<file path="src/rtl/processor_pkg.sv">
// Processor-wide constants and interrupt sequencer state encoding.
// The decoder's RTI pop logic reuses the widths below.
package processor_pkg;

  localparam int PC_W   = 32;
  localparam int DATA_W = 16;
  localparam int CCR_W  = 3;

  localparam logic [31:0] VECTOR_ADDR = 32'h0000_0002;

  typedef enum logic [2:0] {
    ST_IDLE     = 3'd0,
    ST_DRAIN    = 3'd1,
    ST_PUSH_HI  = 3'd2,
    ST_PUSH_LO  = 3'd3,
    ST_PUSH_CCR = 3'd4,
    ST_VECTOR   = 3'd5,
    ST_ISR      = 3'd6
  } int_state_e;

endpackage

</file>
<file path="src/rtl/irq_edge_detect.sv">
// Rising-edge detector with a sticky pending flag; one-cycle latency from edge to pending.
// No backpressure: extra edges merge into the pending flag until i_clr consumes it.
module irq_edge_detect (
  input  logic clk,
  input  logic rst,
  input  logic i_irq,
  input  logic i_clr,
  output logic o_pending
);

  logic r_irq_q;
  logic r_pending;
  logic w_edge;

  assign w_edge    = i_irq & ~r_irq_q;
  assign o_pending = r_pending;

  // A fresh edge in the consume cycle is a new request, so set wins over clear.
  always_ff @(posedge clk or posedge rst) begin
    if (rst) begin
      r_irq_q   <= 1'b0;
      r_pending <= 1'b0;
    end else begin
      r_irq_q   <= i_irq;
      r_pending <= w_edge | (r_pending & ~i_clr);
    end
  end

endmodule

</file>
<file path="src/rtl/interrupt_sequencer.sv">
// Interrupt entry sequencer: drain, flush, push PC (and CCR when INT_SAVE_CCR_EN), load vector.
// Best-case entry 6 cycles after the edge (5 without CCR); each mem_gnt-low cycle stalls a push.
module interrupt_sequencer #(
  parameter int                PC_W        = processor_pkg::PC_W,
  parameter int                DATA_W      = processor_pkg::DATA_W,
  parameter int                CCR_W       = processor_pkg::CCR_W,
  parameter logic [PC_W-1:0]   VECTOR_ADDR = processor_pkg::VECTOR_ADDR
) (
  input  logic              clk,
  input  logic              rst,
  input  logic              irq,
  input  logic              pipe_busy,
  input  logic [PC_W-1:0]   cur_pc,
  input  logic [CCR_W-1:0]  ccr,
  input  logic              mem_gnt,
  input  logic              rti_done,
  output logic              freeze_fetch,
  output logic              flush_pipe,
  output logic              mem_req,
  output logic [DATA_W-1:0] mem_data,
  output logic              pc_load,
  output logic [PC_W-1:0]   pc_load_addr,
  output logic              int_active
);

  import processor_pkg::*;

  int_state_e        r_state;
  int_state_e        w_state_nxt;
  logic              w_pending;
  logic              w_consume;
  logic [PC_W-1:0]   r_saved_pc;

`ifdef INT_SAVE_CCR_EN
  logic [CCR_W-1:0]  r_saved_ccr;
`else
  logic              w_unused_ccr;
  assign w_unused_ccr = ^ccr;
`endif

  assign w_consume    = (r_state == ST_DRAIN) && !pipe_busy;
  assign pc_load_addr = VECTOR_ADDR;

  irq_edge_detect u_irq_edge_detect (
    .clk       (clk),
    .rst       (rst),
    .i_irq     (irq),
    .i_clr     (w_consume),
    .o_pending (w_pending)
  );

  always_ff @(posedge clk or posedge rst) begin
    if (rst) begin
      r_state <= ST_IDLE;
    end else begin
      r_state <= w_state_nxt;
    end
  end

  // Return context is sampled in the same cycle the pipeline is flushed.
  always_ff @(posedge clk or posedge rst) begin
    if (rst) begin
      r_saved_pc  <= '0;
`ifdef INT_SAVE_CCR_EN
      r_saved_ccr <= '0;
`endif
    end else if (w_consume) begin
      r_saved_pc  <= cur_pc;
`ifdef INT_SAVE_CCR_EN
      r_saved_ccr <= ccr;
`endif
    end
  end

  always_comb begin
    w_state_nxt  = r_state;
    freeze_fetch = 1'b0;
    flush_pipe   = 1'b0;
    mem_req      = 1'b0;
    mem_data     = '0;
    pc_load      = 1'b0;
    int_active   = 1'b0;
    case (r_state)
      ST_IDLE: begin
        if (w_pending) w_state_nxt = ST_DRAIN;
      end
      ST_DRAIN: begin
        freeze_fetch = 1'b1;
        if (!pipe_busy) begin
          flush_pipe  = 1'b1;
          w_state_nxt = ST_PUSH_HI;
        end
      end
      ST_PUSH_HI: begin
        freeze_fetch = 1'b1;
        mem_req      = 1'b1;
        mem_data     = r_saved_pc[PC_W-1 -: DATA_W];
        if (mem_gnt) w_state_nxt = ST_PUSH_LO;
      end
      ST_PUSH_LO: begin
        freeze_fetch = 1'b1;
        mem_req      = 1'b1;
        mem_data     = r_saved_pc[DATA_W-1:0];
`ifdef INT_SAVE_CCR_EN
        if (mem_gnt) w_state_nxt = ST_PUSH_CCR;
`else
        if (mem_gnt) w_state_nxt = ST_VECTOR;
`endif
      end
`ifdef INT_SAVE_CCR_EN
      ST_PUSH_CCR: begin
        freeze_fetch = 1'b1;
        mem_req      = 1'b1;
        mem_data     = {{(DATA_W-CCR_W){1'b0}}, r_saved_ccr};
        if (mem_gnt) w_state_nxt = ST_VECTOR;
      end
`endif
      ST_VECTOR: begin
        freeze_fetch = 1'b1;
        pc_load      = 1'b1;
        w_state_nxt  = ST_ISR;
      end
      ST_ISR: begin
        int_active = 1'b1;
        if (rti_done) w_state_nxt = ST_IDLE;
      end
      default: begin
        w_state_nxt = ST_IDLE;
      end
    endcase
  end

endmodule

</file>
<file path="config.mk">
export PLATFORM = sky130hd
export DESIGN_NAME = interrupt_sequencer
export DESIGN_NICKNAME = d
export VERILOG_FILES = /design/src/rtl/processor_pkg.sv /design/src/rtl/irq_edge_detect.sv /design/src/rtl/interrupt_sequencer.sv
export SDC_FILE = /design/constraint.sdc
export NUM_CORES = 1
export LEC_CHECK = 0
export ABC_AREA = 1
export BUFFER_PORTS_ARGS = -buffer_cell sky130_fd_sc_hd__buf_2
export CAP_MARGIN = 0
export CORE_UTILIZATION = 35
export CTS_BUF_LIST = sky130_fd_sc_hd__clkbuf_8
export DETAILED_ROUTE_END_ITERATION = 10
export HOLD_SLACK_MARGIN = 0.03
export PLACE_DENSITY = 0.71
export SETUP_SLACK_MARGIN = 0.3
export SKIP_CTS_REPAIR_TIMING = 1
export SYNTH_ARGS = -nofsm -noshare
export SYNTH_HDL_FRONTEND = slang
export SYNTH_SLANG_ARGS = --single-unit
</file>
<file path="constraint.sdc">
create_clock -name clk -period 2.3 [get_ports clk]
set_input_delay 0.115 -clock clk [delete_from_list [all_inputs] [get_ports clk]]
set_output_delay 0.115 -clock clk [all_outputs]
set_load 0.05 [all_outputs]
</file>
==> impl_metrics.csv <==
group,metric,value,unit
run_status,outcome,"finished clean",
power_and_ir_drop,switching_power,1.70,mW
logic_synthesis,synth-seq-area-share,46.8,%
power_and_ir_drop,ir_worst_vdd,0.484,mV
grt,grtUsageTotal,14.4,%
cts,clock_path_buffers,2,
setup_path,crit_required,2.18,ns
die,core.rowCount,26,
place,dp_hpwl,3180,um
cells_and_area,final_nets,356,
timing,fin_setup_tns,0,ns
grt,grt_pass1_vias,1440,
place,io_buffers,58,
cts,clk_latency,0.28,ns
drt,drtIter0Drc,92,
power_and_ir_drop,pwr-share-clk,13.3,%
drt,post-route-drc-count,0,
die,core_area,5270,um^2
cells_and_area,final_common_cell,"nand2_1",
drt,vias,1675,
logic_synthesis,ys_ff_latch,37,
drt,firstDrtPassIters,4,
cts,cts_buffers,5,
setup_path,path_cells,"nand2_2 > nor3_4 > buf_4 > buf_2",
setup_path,endpoint_kind,"output port",
timing,rsz0062_at_grt,"no",
cells_and_area,n_antenna_cell,0,
power_and_ir_drop,p_int,1.63,mW
power_and_ir_drop,pwr-share-seq,34.4,%
logic_synthesis,synth_cells,250,
logic_synthesis,synth.area.top_cells,"dfrtp_1 47%, nand2_1 14%, buf_4 12%",
setup_path,path_depth,4,
drt,drt_wl_total,4210,um
drt,wl_per_cell,10.9,um
power_and_ir_drop,power_density,1420,nW/um^2
die,initial_core_util,37.5,%
cts,clkSlewWorstSetupHoldPaths,0.07,ns
logic_synthesis,synth_cell_types,18,
die,die_w,77.2,um
logic_synthesis,synth_warnings,0,
place,pre_cts_ws,0.446,ns
setup_path,arrival,1.78,ns
cells_and_area,mostFrequentLayoutCells,"76 x nand2_1, 58 x buf_2, 37 x dfrtp_1",
timing,final.setup_skew,0.00504,ns
setup_path,startpoint_type,"flip-flop",
power_and_ir_drop,combPwrFrac,52.4,%
timing,hold_viol,0,
worst_hold_path,whs_path_depth,3,
setup_path,path_delay_family,"flip-flops",
logic_synthesis,syn_area_per_cell,7.91,um^2
grt,grt_pass1_wl,6630,um
timing,max_freq,0.527,GHz
logic_synthesis,yosys.area.top_type,"dfrtp_1",
cells_and_area,drive_gt1_share,25.1,%
logic_synthesis,yosysTopAreaCellShare,46.8,%
timing,final-setup-viol-count,0,
setup_path,crit_type,"flip-flop to output port",
cts,cts_tree,"built",
grt,overflow,0,
grt,grt_max_degree,38,
worst_hold_path,min_path_type,"input pin to flip-flop",
setup_path,crit_slowest_cell,"dfrtp_1",
cells_and_area,final_util,44.5,%
die,die_area,5950,um^2
die,io_pins,94,
drt,drtAntennaViolNets,0,
cts,root_buffer,"clkbuf_8",
timing,worst_slack,0.401,ns
die,die_y,77.2,um
grt,antenna_found_initial,0,
place,place_congestion,0.850,
cells_and_area,area_growth,18.6,%
timing,fin_crit,1.90,ns
place,place_area,2200,um^2
flow_run,drv_cap,0,
power_and_ir_drop,switching_share,51.0,%
timing,worst_pin_slew,0.537,ns
setup_path,critical_path.max_fanout,14,
cts,clock_sinks,37,
logic_synthesis,synth_area,1980,um^2
timing,maxSlewHeadroom,64.2,%
cells_and_area,finalInstanceArea,2340,um^2
cts,cts_max_level,2,
drt,via_per_inst,4.35,
power_and_ir_drop,p_leak,1.32,nW
timing,fin_crit_sh,82.5,%
setup_path,path_buf_inv,2,
setup_path,reg2reg_depth,6,
timing,slew_viol_final,0,
setup_path,critical-path-max-stage-delay,0.68,ns
[path summary, 6_finish.rpt]
| path | startpoint | endpoint | slack (ns) |
|---|---|---|---|
| worst max-delay path | r_state[0] | flush_pipe | 0.40 |
| worst min-delay path | cur_pc[21] | r_saved_pc[21] | 0.03 |
| worst max register to register | r_state[0] | r_saved_pc[2] | 0.46 |
| worst min register to register | u_irq_edge_detect.r_irq_q | u_irq_edge_detect.o_pending | 0.43 |
| max in group asynchronous | rst | r_saved_pc[16] | 1.51 |
| min in group asynchronous | rst | r_saved_pc[28] | 0.47 |
[per-layer routing]
layer / share of wire, % / vias to the layer above / global-route usage [%]
li1: - / 846 / -
met3: 4.9 / 10 / 3.57
met1: 46 / 759 / 18.7
met4: 3.3 / 0 / 7.92
met5: 0 / - / 0
met2: 46 / 60 / 21.7
[stage by stage]
stage / power (mW) / cells / hold slack [ns]
after global placement: 2.82 / 371 / 0.240
after CTS: 3.31 / 378 / -0.0656
after detailed placement: 2.86 / 371 / 0.240
after floorplan: 2.52 / 280 / 0.146
after global routing: 3.55 / 385 / 0.0380
final: 3.32 / 385 / 0.0275
[power groups by stage]
stage	Clock, mW	Combinational, mW	Sequential, mW
floorplan	0	1.46	1.07
global placement	0	1.69	1.14
finish	0.441	1.74	1.14
global route	0.478	1.90	1.17
CTS	0.453	1.72	1.14
detailed placement	0	1.71	1.15
[final cells by class]
cell class              count  area [um^2]
flip-flops and latches     37          926
clock inverters             1         3.75
clock buffers               6         82.6
well taps                  70         87.6
inverters                  25         93.8
fillers                   549         2930
multi-input cells         176          763
repair buffers             70          388
[logic make-up (layout without fill, tap and decap cells)]
logic type,Yosys count,after routing,synth area share (%)
AO/OA/AOI/OAI,34,34,8.61
buffers and inverters,67,102,20.3
flip-flops,37,37,46.8
other,2,32,0.380
AND/OR/NAND/NOR,110,110,23.9
[registers in the layout, summed over array words and instances, names as in the netlist]
name and count:
r_saved_pc 32, r_state 3, u_irq_edge_detect.o_pending 1, u_irq_edge_detect.r_irq_q 1
[Yosys cell counts, drive strengths merged]
library cell  instances
conb                  2
inv                  25
nand3                21
dfrtp                37
buf                  40
nand2                78
nand4                 3
o21ai                34
clkbuf                2
nor3                  2
nor2                  6
[tightest hold or removal path: cells and delay by family]
family,cells,cell delay [ns]
AND/OR/NAND/NOR,2,0.09
buffers and inverters,1,0.07
No activity file was read; power rests on OpenSTA's default activity.
